===== src/rtl/step_tracker.sv =====
`default_nettype none
// ============================================================================
// Module   : step_tracker
// Purpose  : Step/push counter with bounded undo history for a box-pushing game.
// Revision : 1.0
// ============================================================================
module step_tracker #(
    parameter int UNDO_DEPTH = 16
) (
    input  logic       clk,
    input  logic       rst_n,
    input  logic       level_load_i,
    input  logic [7:0] level_exp_i,
    input  logic       move_ok_i,
    input  logic       move_push_i,
    input  logic       undo_req_i,
    output logic [7:0] step_o,
    output logic [7:0] step_exp_o,
    output logic [7:0] push_cnt_o,
    output logic       undo_ok_o,
    output logic       undo_push_o,
    output logic       undo_nack_o,
    output logic       hist_empty_o,
    output logic       over_par_o,
    output logic       step_sat_o
);

    localparam int              c_PTR_W   = $clog2(UNDO_DEPTH);
    localparam int              c_CNT_W   = c_PTR_W + 1;
    localparam logic [c_CNT_W-1:0] c_DEPTH   = c_CNT_W'(UNDO_DEPTH);
    localparam logic [c_CNT_W-1:0] c_CNT_ONE = c_CNT_W'(1);
    localparam logic [c_PTR_W-1:0] c_PTR_ONE = c_PTR_W'(1);
    localparam logic [7:0]         c_MAX8    = 8'hFF;

    logic [7:0]         step_q,     step_d;
    logic [7:0]         exp_q,      exp_d;
    logic [7:0]         push_q,     push_d;
    logic [c_PTR_W-1:0] wr_ptr_q,   wr_ptr_d;
    logic [c_CNT_W-1:0] count_q,    count_d;
    logic               undo_ok_q,  undo_ok_d;
    logic               undo_push_q, undo_push_d;
    logic               undo_nack_q, undo_nack_d;
    logic               empty_q,    empty_d;
    logic               over_q,     over_d;
    logic               sat_q,      sat_d;

    // One bit per remembered move: did it push a box.
    logic [UNDO_DEPTH-1:0] hist_q;

    logic [c_PTR_W-1:0] w_rd_idx;
    logic               w_rd_bit;
    logic               w_hist_we;

    assign w_rd_idx = wr_ptr_q - c_PTR_ONE;
    assign w_rd_bit = hist_q[w_rd_idx];

    always_comb begin
        step_d      = step_q;
        exp_d       = exp_q;
        push_d      = push_q;
        wr_ptr_d    = wr_ptr_q;
        count_d     = count_q;
        undo_ok_d   = 1'b0;
        undo_push_d = 1'b0;
        undo_nack_d = 1'b0;
        w_hist_we   = 1'b0;

        if (level_load_i) begin
            step_d  = 8'd0;
            push_d  = 8'd0;
            count_d = '0;
            exp_d   = level_exp_i;
        end else if (undo_req_i) begin
            if (count_q != '0) begin
                wr_ptr_d    = w_rd_idx;
                count_d     = count_q - c_CNT_ONE;
                step_d      = (step_q != 8'd0) ? step_q - 8'd1 : 8'd0;
                push_d      = (w_rd_bit && push_q != 8'd0) ? push_q - 8'd1 : push_q;
                undo_ok_d   = 1'b1;
                undo_push_d = w_rd_bit;
            end else begin
                undo_nack_d = 1'b1;
            end
        end else if (move_ok_i) begin
            // History is written even once step has saturated, so undo stays consistent.
            w_hist_we = 1'b1;
            wr_ptr_d  = wr_ptr_q + c_PTR_ONE;
            if (count_q != c_DEPTH) begin
                count_d = count_q + c_CNT_ONE;
            end
            step_d = (step_q != c_MAX8) ? step_q + 8'd1 : step_q;
            push_d = (move_push_i && push_q != c_MAX8) ? push_q + 8'd1 : push_q;
        end

        empty_d = (count_d == '0);
        over_d  = (step_d > exp_d);
        sat_d   = (step_d == c_MAX8);
    end

    always_ff @(posedge clk) begin
        if (!rst_n) begin
            step_q      <= 8'd0;
            exp_q       <= 8'd0;
            push_q      <= 8'd0;
            wr_ptr_q    <= '0;
            count_q     <= '0;
            undo_ok_q   <= 1'b0;
            undo_push_q <= 1'b0;
            undo_nack_q <= 1'b0;
            empty_q     <= 1'b1;
            over_q      <= 1'b0;
            sat_q       <= 1'b0;
        end else begin
            step_q      <= step_d;
            exp_q       <= exp_d;
            push_q      <= push_d;
            wr_ptr_q    <= wr_ptr_d;
            count_q     <= count_d;
            undo_ok_q   <= undo_ok_d;
            undo_push_q <= undo_push_d;
            undo_nack_q <= undo_nack_d;
            empty_q     <= empty_d;
            over_q      <= over_d;
            sat_q       <= sat_d;
        end
    end

    // Entries beyond count are never read, so the storage needs no reset.
    always_ff @(posedge clk) begin
        if (rst_n && w_hist_we) begin
            hist_q[wr_ptr_q] <= move_push_i;
        end
    end

    assign step_o       = step_q;
    assign step_exp_o   = exp_q;
    assign push_cnt_o   = push_q;
    assign undo_ok_o    = undo_ok_q;
    assign undo_push_o  = undo_push_q;
    assign undo_nack_o  = undo_nack_q;
    assign hist_empty_o = empty_q;
    assign over_par_o   = over_q;
    assign step_sat_o   = sat_q;

endmodule
`default_nettype wire


===== config.mk =====
export PLATFORM = sky130hd
export DESIGN_NAME = step_tracker
export DESIGN_NICKNAME = d
export VERILOG_FILES = /design/src/rtl/step_tracker.sv
export SDC_FILE = /design/constraint.sdc
export NUM_CORES = 1
export LEC_CHECK = 0
export ABC_AREA = 1
export BUFFER_PORTS_ARGS = -buffer_cell sky130_fd_sc_hd__buf_2
export CORE_ASPECT_RATIO = 1.5
export CORE_MARGIN = 2
export CORE_UTILIZATION = 65
export CTS_BUF_LIST = sky130_fd_sc_hd__clkbuf_2
export CTS_CLUSTER_DIAMETER = 50
export DETAILED_ROUTE_END_ITERATION = 8
export GPL_TIMING_DRIVEN = 0
export HOLD_SLACK_MARGIN = 0.02
export PLACE_DENSITY = 0.85
export SYNTH_ARGS = -nofsm -noshare
export SYNTH_HDL_FRONTEND = slang
export SYNTH_SLANG_ARGS = --single-unit
export TNS_END_PERCENT = 5

===== constraint.sdc =====
create_clock -name clk -period 6.7 [get_ports clk]
set_clock_uncertainty 0.05 [all_clocks]
set_input_delay 0 -clock clk [delete_from_list [all_inputs] [get_ports clk]]
set_output_delay 0 -clock clk [all_outputs]
set_load 0.03 [all_outputs]

==> summary.txt, run 1 <==
Global routing
  – Most used routing layer: met2
  – Gr usage total: 29.9%
  – GR Util met3: approximately 4.1%
  – Number of global-route vias before repair: about 3400
  – Grt total ovfl: 0
  – Initial antenna violation count: 0
  – Met1 GRT Util: 30.7%
  – Largest net degree at the start of global routing: 18
  – Global routing usage on met2: roughly three fifths
  – First-pass GRT wire length: around 14000 um

Power and ir drop
  – Sequential power share: about 50%
  – Clock network power share: between 10% and 20%
  – Combinational Power Share: 33.8%
  – VDD IR max: approximately 0.13 mV
  – Switching Fraction: between 30% and 40%
  – Sw Pwr: between 0.2 and 0.3 mW
  – Pwr per Cell Area: roughly 180 nW/um^2
  – Int Power: 0.476 mW
  – Static leakage: ~2 nW

Timing
  – RSZ-0062 raised after global routing: no
  – Final Setup Violations: 0
  – Max Clock Freq: about 370 MHz
  – Final TNS setup: 0 ns
  – Slew headroom: around 65%
  – Max-slew violations: 0
  – Fin Hold WS: ~0.32 ns
  – Final Critical Period: 2.68 ns
  – Final hold violations: 0
  – Post-route clock period utilization: around two fifths
  – Slew @ Worst Pin: 0.532 ns

Logic synthesis
  – Synth top area share: 21.5%
  – Net Count, Synth: around 540
  – FF+latch count, synth: 55
  – Most used DFF post-synth: dfxtp_1
  – Syn Inst Count: 500
  – Sequential-to-total area share from yosys stat: between 30% and 40%
  – Synth cell count leaders: 122 x nand2_1, 60 x nor2_1, 53 x inv_1
  – Post-synthesis adder-cell area fraction: under 10%
  – Syn_area_per_cell: 7.25 sq um
  – Main combinational cell family by area after synthesis: simple AND/OR/NAND/NOR gates
  – Unique masters post-synth: 38
  – Post-synth EDFFs: 16
  – Synth Area in Compound Gates: between 9 and 10%
  – YS warnings: 0
  – Synth area leaders: dfxtp_1 22%, edfxtp_1 13%, nand2_1 13%, ha_1 8.3%, nand3_1 6.8%
  – FFs w/ async S/R, synth: 0%
  – Post-Synth XOR/XNOR Area: approximately 3.9%
  – Top-count cell post-synth: nand2_1
  – Synthesized area: about 3600 sq um
  – Mux share of post-synthesis cell area: around 1.9%
  – Fraction of the mapped netlist area in simple logic gates: about a third
  – Biggest area consumer among synthesized cells: dfxtp_1

Layout
  – Seq. cell area: 1260 sq um
  – Synth-to-Final Area Change: 13.6%
  – # diodes: 0
  – Fin nets: around 600
  – Design area: between 4000 and 5000 sq um
  – Fill cells: ~420
  – Share of layout cells above drive strength 1: between 10% and 20%
  – Area of the multi-input gates: 2040 sq um

Clock tree
  – CTS tree: done
  – Clk slew on worst S/H paths: between 0.2 and 0.25 ns
  – Post-CTS Resized: 0
  – CTS max path bufs: 2
  – Depth of the CTS H-tree: 2
  – Clock Latency Late Sink: about 0.44 ns
  – CTS Hold Bufs: 15
  – Total clock sinks: 55
  – CTS Buf Count: 5
  – Root Driver: clkbuf_2
  – Setup repair bufs after CTS: 0

Die
  – Die height: around 95 um
  – Core Footprint: 5410 sq um
  – Starting Density: roughly 67%
  – Floorplan row count: 33
  – Die Area: slightly above 6000 sq um
  – Die width: roughly 65 um
  – # IOs: between 40 and 50

Hold path
  – Hold Path Cell Cnt: 4
  – HP Class: in -> reg

Drt
  – Routed Antenna Nets: 0
  – Final WL: roughly 8900 um
  – WL/cell: 14.0 um
  – DR vias/cell: approximately 5.5
  – DRC: 0
  – Number of detailed-route iterations in the first pass: 5
  – Vias: 3518
  – Number of DRC markers in iteration 0: ~170

Placement
  – Dpl cell area: ~3900 sq um
  – Detail Placement HPWL: approximately 6700 um
  – Number of I/O port buffers: 43
  – GPL Wtd Cong: around 1.0

Setup path
  – Highest-delay cell along the critical path: dfxtp_1
  – CP max FO: 7
  – Critical path's largest stage delay: ~0.52 ns
  – Reg2reg path depth: 16
  – CP required: 7.02 ns
  – Setup CP Type: reg -> reg
  – Crit-path cells: ha_1 -> nand3_2 -> inv_1 -> nand2_2 -> nand2_2 -> inv_2 -> nand3_1 -> nand3_1 -> nand3_1 -> inv_1 -> ha_1 -> nand2_1 -> o21bai_1 -> a21oi_1 -> o21ai_0 -> a31oi_1
  – Crit path arrival time: around 3 ns
  – Startpoint types: flop
  – Worst setup EP type: flop
  – Most used cell, CP: nand3_1

Job
  – Max cap viols: 0

Status
  – Status: complete, no violations
[cell families after synthesis]
family | Yosys count
buffers and inverters | 73
flip-flops | 55
AND/OR/NAND/NOR | 267
AO/OA/AOI/OAI | 57
adder cells (fa/ha/maj) | 25
XOR/XNOR | 16
multiplexers | 7
[final timing paths]
kind                                       to      startpoint  slack, ns
worst min-delay path            step_exp_o[7]  level_exp_i[7]       0.32
worst max-delay path               over_par_o       step_o[0]       4.02
worst min register to register  push_cnt_o[7]   push_cnt_o[7]       0.50
worst max register to register     over_par_o       step_o[0]       4.02
[area by class of cell]
cell class                 count  share of cell area [%]
buffer                        13                    2.43
clock buffer                   7                   0.850
clock inverter                 1                   0.121
inverter                      60                    5.56
multi-input combinational    372                    49.4
sequential                    55                    30.6
tap                           70                    2.13
timing repair buffer          58                    8.87
[cell usage in the layout, fill, tap and decap left out, types with 3 or more instances in the layout]
cell / instances
xnor2_1: 6
a21o_1: 3
mux2i_1: 7
nor2_2: 10
o21ai_0: 13
edfxtp_1: 16
ha_1: 24
buf_2: 45
buf_6: 5
nor4_1: 3
nand2_2: 5
a31oi_1: 4
buf_4: 3
inv_2: 5
nor2_1: 60
nand2_1: 122
nand3_2: 4
nand4_1: 6
inv_1: 53
a21oi_1: 28
nand3_1: 49
nor3_1: 5
xor2_1: 10
clkbuf_2: 7
dlygate4sd3_1: 15
dfxtp_1: 39
[per-layer routing]
layer | vias up | wire length, um | part of all wire [%]
met1 | 1624 | 3400 | 38
met4 | 0 | 263 | 3.0
li1 | 1744 | - | -
met5 | - | 0 | 0
met2 | 116 | 4920 | 55
met3 | 34 | 315 | 3.5
[metrics by stage]
stage               setup WS (ns)  instances  util, %  total power [mW]
finish                       4.02        636     76.2             0.750
global route                 3.76        636     76.2             0.791
CTS                          4.11        636     76.2             0.748
detailed placement           4.16        613     72.7             0.619
global placement             4.21        613     72.7             0.612
floorplan                    4.26        500        -             0.560
[power groups by stage]
| stage | clock, mW | combinational (mW) | sequential [mW] |
|---|---|---|---|
| after CTS | 0.128 | 0.250 | 0.371 |
| after global placement | 0 | 0.235 | 0.376 |
| after detailed placement | 0 | 0.242 | 0.377 |
| after floorplan | 0 | 0.165 | 0.395 |
| final | 0.126 | 0.254 | 0.371 |
| after global routing | 0.138 | 0.280 | 0.374 |
[flip-flops by register name (all words and copies together), names as in the netlist]
register and flops:
hist_q 16, hist_empty_o 1, count_q 5, step_exp_o 8
undo_nack_o 1, step_o 8, step_sat_o 1, wr_ptr_q 4
undo_push_o 1, undo_ok_o 1, over_par_o 1, push_cnt_o 8
[worst max-delay path, delay by kind of cell, from the launching register on]
kind | cells | cell delay, ns
buffers and inverters | 3 | 0.25
adders and majority gates | 2 | 0.54
DFF | 1 | 0.52
and+or+nand+nor | 7 | 0.71
AOI/OAI and AO/OA | 4 | 0.55
No activity file was read; power rests on OpenSTA's default activity.
==> run 2, diff against run 1 <==
Settings changed: ABC_AREA 1 to 0, CORE_UTILIZATION 65 to 54, PLACE_DENSITY 0.85 to 0.75.
Clock period 6.7 ns to 2.2 ns, I/O delays scaled along.
==> summary.txt, run 2 <==
Status
  – Status: finished, violations left
  – Failing checks: setup timing

Logic synthesis
  – Syn_area_per_cell: 8.85 sq um (+22%)
  – Biggest area consumer among synthesized cells: dfxtp_1
  – Synth cell count leaders: 53 x nor2_1, 39 x dfxtp_1, 24 x ha_1
  – Syn Inst Count: 390 (-22%)
  – Unique masters post-synth: 59 (+55%)
  – Top-count cell post-synth: nor2_1
  – Net Count, Synth: 429 (-20%)
  – Synthesized area: 3450 sq um (-4.9%)
  – Most used DFF post-synth: dfxtp_1
  – FFs w/ async S/R, synth: 0% (unchanged)
  – YS warnings: 0 (unchanged)
  – FF+latch count, synth: 55 (unchanged)
  – Post-synth EDFFs: 16 (unchanged)
  – Synth top area share: 22.6% (+1.1 points)
  – Synth area leaders: dfxtp_1 23%, edfxtp_1 14%, ha_1 8.7%, mux2i_1 6.4%, nor2_1 5.8%
  – Sequential-to-total area share from yosys stat: 36.5% (+1.8 points)

Die
  – Die width: 69.3 um (+6.6%)
  – Die Area: 7060 sq um (+14%)
  – # IOs: 44 (unchanged)
  – Floorplan row count: 35 (+6.1%)
  – Die height: 102 um (+6.7%)
  – Core Footprint: 6170 sq um (+14%)
  – Starting Density: 55.9% (-11 points)

Drt
  – Number of DRC markers in iteration 0: 161 (-2.4%)
  – WL/cell: 16.5 um (+18%)
  – DRC: 0 (unchanged)
  – Final WL: 9020 um (+1.3%)
  – Number of detailed-route iterations in the first pass: 5 (unchanged)
  – Routed Antenna Nets: 0 (unchanged)
  – DR vias/cell: 5.98 (+8.2%)
  – Vias: 3267 (-7.1%)

Setup path
  – R2R Path Start: step_o[6]
  – Worst setup path startpoint: step_o[6]
  – Worst setup EP type: flop
  – Startpoint types: flop
  – Reg2reg path depth: 13 (-3)
  – Setup slack, reg-to-reg: -0.55 ns (-4.57 ns)
  – RR Endpoint: over_par_o
  – Setup CP Type: reg -> reg
  – CP required: 2.59 ns (-4.43 ns)
  – Critical path's largest stage delay: 0.42 ns (-0.10 ns)
  – CP endpoint: over_par_o
  – Crit-path cells: clkbuf_4 -> nand3_4 -> o31ai_4 -> mux2_4 -> o22ai_2 -> nor2_1 -> ha_1 -> nor2b_1 -> o21ai_0 -> nand2b_1 -> a21oi_1 -> o21ai_1 -> o211a_1
  – CP max FO: 9 (+2)
  – Crit path arrival time: 3.14 ns (+0.14 ns)
  – Highest-delay cell along the critical path: dfxtp_4

Global routing
  – Gr usage total: 25.8% (-4.2 points)
  – Initial antenna violation count: 0 (unchanged)
  – Global routing usage on met2: 48.5% (-10 points)
  – Most used routing layer: met2
  – First-pass GRT wire length: 14700 um (+2.1%)
  – Largest net degree at the start of global routing: 20 (+2)
  – GR Util met3: 2.17% (-2.0 points)
  – Number of global-route vias before repair: 3153 (-6.2%)
  – Met1 GRT Util: 30.0% (-0.72 points)
  – Grt total ovfl: 0 (unchanged)

Power and ir drop
  – Pwr per Cell Area: 526 nW/um^2 (+190%)
  – VDD IR max: 0.338 mV (+150%)
  – Static leakage: 1.79 nW (-11%)

Hold path
  – HP Class: in -> reg

Timing
  – Final TNS setup: -3.40 ns (-3.40 ns)
  – Slew @ Worst Pin: 0.711 ns (+0.180 ns)
  – Post-route clock period utilization: 125% (+85 points)
  – Final hold violations: 0 (unchanged)
  – Final Setup Violations: 11 (+11)
  – Max-slew violations: 0 (unchanged)
  – Final Critical Period: 2.75 ns (+0.0735 ns)
  – Max Clock Freq: 363 MHz (-2.7%)
  – RSZ-0062 raised after global routing: yes
  – Slew headroom: 52.6% (-12 points)
  – PnR worst setup slack: -0.552 ns (-4.57 ns)

Job
  – Max cap viols: 0 (unchanged)

Clock tree
  – Total clock sinks: 55 (unchanged)
  – Clk slew on worst S/H paths: 0.32 ns (+0.08 ns)
  – Depth of the CTS H-tree: 2 (unchanged)
  – CTS Buf Count: 5 (unchanged)
  – Clock Latency Late Sink: 0.48 ns (+0.04 ns)
  – Root Driver: clkbuf_2
  – CTS max path bufs: 2 (unchanged)
  – CTS tree: done

Layout
  – # diodes: 0 (unchanged)
  – Design area: 4340 sq um (+5.3%)
  – Largest register FFs: 16 (unchanged)
  – Share of layout cells above drive strength 1: 26.7% (+10 points)
  – Fin nets: 510 (-16%)
  – Non-filler instance count after layout: 546 (-14%)
  – Commonest non-fill, non-tap cell in the layout: nor2_1
  – Most frequent cells in the layout: 52 x nor2_1, 43 x buf_2, 28 x dfxtp_1, 22 x mux2i_1, 21 x buf_4
  – Synth-to-Final Area Change: 25.7%
  – Top reg by flops: hist_q

Placement
  – Dpl cell area: 3860 sq um (-1.8%)
  – Post-Place Cells: 507 (-17%)
  – GPL Wtd Cong: 0.952 (-6.7%)
  – Number of I/O port buffers: 43 (unchanged)
  – Detail Placement HPWL: 6350 um (-5.4%)
## run 2: logic make-up after synthesis
group	count (synthesis)	synth area share, %
AO/OA/AOI/OAI	75	14.5
XOR/XNOR	16	4.06
adder cells (fa/ha/maj)	25	9.28
buffers and inverters	38	4.50
flip-flops	55	36.5
multiplexers	28	8.99
AND/OR/NAND/NOR	153	22.1
## run 2: area by class of cell
type / count / area, sq um
multi-input cells: 297 / 2220
clock inverters: 3 / 27.5
plain buffers: 19 / 121
clock buffers: 5 / 25.0
inverters: 17 / 71.3
flip-flops and latches: 55 / 1290
fillers: 477 / 1840
well taps: 74 / 92.6
repair buffers: 76 / 493
## run 2: power breakdown
part | total (mW) | internal, mW | leakage [nW] | switching [mW]
combinational | 0.711 | 0.316 | 1.29 | 0.395
sequential | 1.11 | 1.08 | 0.468 | 0.0339
clock | 0.458 | 0.0893 | 0.0311 | 0.368
total | 2.28 | 1.48 | 1.79 | 0.797
## run 2: worst min path at each step
stage                    from       endpoint  slack (ns)  cells past startpoint
3_3_place_gp   level_exp_i[7]  step_exp_o[7]        0.22                      3
4_1_cts             move_ok_i      step_o[3]        0.03                      5
5_1_grt            undo_req_i  push_cnt_o[3]        0.07                      5
2_1_floorplan           rst_n   hist_empty_o        0.02                      1
6_report           undo_req_i  push_cnt_o[3]        0.04                      5
3_5_place_dp   level_exp_i[6]  step_exp_o[6]        0.22                      3
## run 2: layer usage
layer / wire length (um) / part of all wire [%]
met1: 3640 / 40
met2: 4740 / 53
met3: 349 / 3.9
met4: 295 / 3.3
met5: 0 / 0
## run 2: through the flow
step	worst slack (ns)	total power [mW]	hold WS (ns)	utilization, %
3_5_place_dp	-0.792	1.72	0.223	62.5
6_report	-0.552	2.28	0.0416	70.3
2_1_floorplan	-0.435	1.57	0.0159	-
3_3_place_gp	-0.755	1.71	0.222	62.5
5_1_grt	-0.646	2.39	0.0717	70.3
4_1_cts	-0.583	2.26	0.0281	68.7
## run 2: critical path, delay by kind of cell (launching register included)
family | cells | cell delay (ns)
compound gates | 6 | 1.01
fa+ha+maj | 1 | 0.31
buf+inv | 1 | 0.20
flops | 1 | 0.42
mux | 1 | 0.33
simple gates | 4 | 0.40
## run 2: timing repair
action,in CTS,in global routing
hold endpoints to repair,36,0
pin swaps,6,10
resized for setup,22,15
endpoints found under the setup margin,14,13
setup buffers,15,6
hold buffers,12,0
==> run 3, diff against run 2 <==
Settings changed: RECOVER_POWER set to 25.
==> summary.txt, run 3 (synthesis results as in run 2) <==
Status
  – Status: finished, violations left
  – Failing checks: setup timing

Setup path
  – Startpoint types: flop
  – CP required: 2.59 ns (about the same)
  – Worst setup EP type: flop
  – Crit path arrival time: 3.15 ns (about the same)
  – Setup CP Type: reg -> reg
  – CP max FO: 9 (unchanged)

Timing
  – Final Setup Violations: 11 (unchanged)
  – PnR worst setup slack: -0.556 ns (-0.00384 ns)
  – Slew headroom: 52.8% (+0.18 points)
  – Final hold violations: 0 (unchanged)
  – Final Critical Period: 2.76 ns (+0.00384 ns)
  – Slew @ Worst Pin: 0.709 ns (-0.00268 ns)
  – Fin Hold WS: 0.0387 ns (-0.00296 ns)
  – Max-slew violations: 0 (unchanged)
  – Post-route clock period utilization: 125% (+0.17 points)
  – RSZ-0062 raised after global routing: yes
  – Max Clock Freq: 363 MHz (-0.14%)

Layout
  – Synth-to-Final Area Change: 25.5%
  – Fill cells: 481 (+0.84%)
  – Commonest non-fill, non-tap cell in the layout: nor2_1
  – Seq. cell area: 1290 sq um (unchanged)
  – Most frequent cells in the layout: 52 x nor2_1, 37 x buf_2, 28 x dfxtp_1, 22 x mux2i_1, 21 x buf_4
  – Top reg by flops: hist_q
  – # diodes: 0 (unchanged)
  – Share of layout cells above drive strength 1: 25.4% (-1.3 points)
  – Design area: 4330 sq um (-0.17%)
  – Largest register FFs: 16 (unchanged)
  – Fin nets: 510 (unchanged)
  – Area of the multi-input gates: 2220 sq um (unchanged)

Global routing
  – Largest net degree at the start of global routing: 20 (unchanged)
  – Gr usage total: 25.8% (unchanged)
  – First-pass GRT wire length: 14700 um (unchanged)
  – Grt total ovfl: 0 (unchanged)
  – Number of global-route vias before repair: 3153 (unchanged)
  – Initial antenna violation count: 0 (unchanged)

Clock tree
  – CTS tree: done
  – CTS max path bufs: 2 (unchanged)
  – Depth of the CTS H-tree: 2 (unchanged)
  – Total clock sinks: 55 (unchanged)
  – CTS Buf Count: 5 (unchanged)
  – Root Driver: clkbuf_2
  – Clock Latency Late Sink: 0.48 ns (about the same)
  – Clk slew on worst S/H paths: 0.32 ns (about the same)

Power and ir drop
  – Pwr per Cell Area: 527 nW/um^2 (+0.17%)
  – VDD IR max: 0.338 mV (about the same)
  – Static leakage: 1.77 nW (-1.2%)
  – Pwr Total: 2.28 mW (about the same)

Die
  – Floorplan row count: 35 (unchanged)
  – Die width: 69.3 um (unchanged)
  – Die height: 102 um (unchanged)
  – Starting Density: 55.9% (unchanged)
  – Core Footprint: 6170 sq um (unchanged)
  – Die Area: 7060 sq um (unchanged)
  – # IOs: 44 (unchanged)

Placement
  – Detail Placement HPWL: 6350 um (unchanged)
  – Number of I/O port buffers: 43 (unchanged)
  – Dpl cell area: 3860 sq um (unchanged)
  – GPL Wtd Cong: 0.952 (unchanged)

Drt
  – Routed Antenna Nets: 0 (unchanged)
  – Vias: 3259 (-0.24%)
  – Number of DRC markers in iteration 0: 163 (+1.2%)
  – Number of detailed-route iterations in the first pass: 4 (-1)
  – DR vias/cell: 5.97 (-0.24%)
  – Final WL: 9020 um (about the same)
  – WL/cell: 16.5 um (about the same)
  – DRC: 0 (unchanged)

Hold path
  – HP Class: in -> reg

Job
  – Max cap viols: 0 (unchanged)
-- run 3: cell count changes in the layout (fill, tap and decap cells not counted), sizes merged --
cell    delta
buf        -6
clkbuf     +6
-- run 3: worst paths after layout --
kind | endpoint | depth (start not counted) | slack (ns) | from
hold / removal | push_cnt_o[3] | 5 | 0.04 | undo_req_i
setup / recovery | over_par_o | 13 | -0.56 | step_o[6]
hold reg to reg | push_cnt_o[4] | 2 | 0.48 | push_cnt_o[4]
setup reg to reg | over_par_o | 13 | -0.56 | step_o[6]
-- run 3: what timing repair did --
| item | 4_1_cts | 5_1_grt |
|---|---|---|
| hold endpoints to repair | 36 | 0 |
| resized for setup | 22 | 15 |
| setup endpoints to repair | 14 | 13 |
| cloned | 0 | 0 |
| setup buffers | 15 | 6 |
| hold buffers | 12 | 0 |
| pin swaps | 6 | 10 |
-- run 3: final cells by class --
type,count,share of cell area [%]
Tap cell,74,2.14
Sequential cell,55,29.7
Timing Repair Buffer,76,11.2
Clock inverter,3,0.636
Clock buffer,5,0.578
Inverter,17,1.65
Multi-Input combinational cell,297,51.3
Buffer,19,2.80
-- run 3: worst max-delay path, stage by stage, from the launching register on --
cell	delay, ns
dfxtp_4	0.42
clkbuf_4	0.20
nand3_4	0.12
o31ai_4	0.31
mux2_4	0.33
o22ai_2	0.19
nor2_1	0.07
ha_1	0.31
nor2b_1	0.14
o21ai_0	0.16
nand2b_1	0.08
a21oi_1	0.15
o21ai_1	0.09
o211a_1	0.11
-- run 3: metal layers --
layer | global-route usage, % | vias to the layer above | share of wire, %
met5 | 0 | - | 0
met4 | 10.7 | 0 | 3.0
li1 | - | 1581 | -
met3 | 2.17 | 23 | 3.8
met2 | 48.5 | 104 | 53
met1 | 30.0 | 1551 | 40
-- run 3: per-stage QoR --
stage	cells	setup TNS, ns	worst slack [ns]	utilization, %
2_1_floorplan	390	-3.07	-0.435	-
3_5_place_dp	507	-6.61	-0.792	62.5
5_1_grt	546	-4.90	-0.646	70.1
6_report	546	-3.41	-0.556	70.1
3_3_place_gp	507	-6.17	-0.755	62.5
4_1_cts	541	-3.84	-0.583	68.7
-- run 3: power breakdown --
part | switching [mW] | internal [mW]
sequential | 0.0340 | 1.08
combinational | 0.395 | 0.314
clock | 0.370 | 0.0893
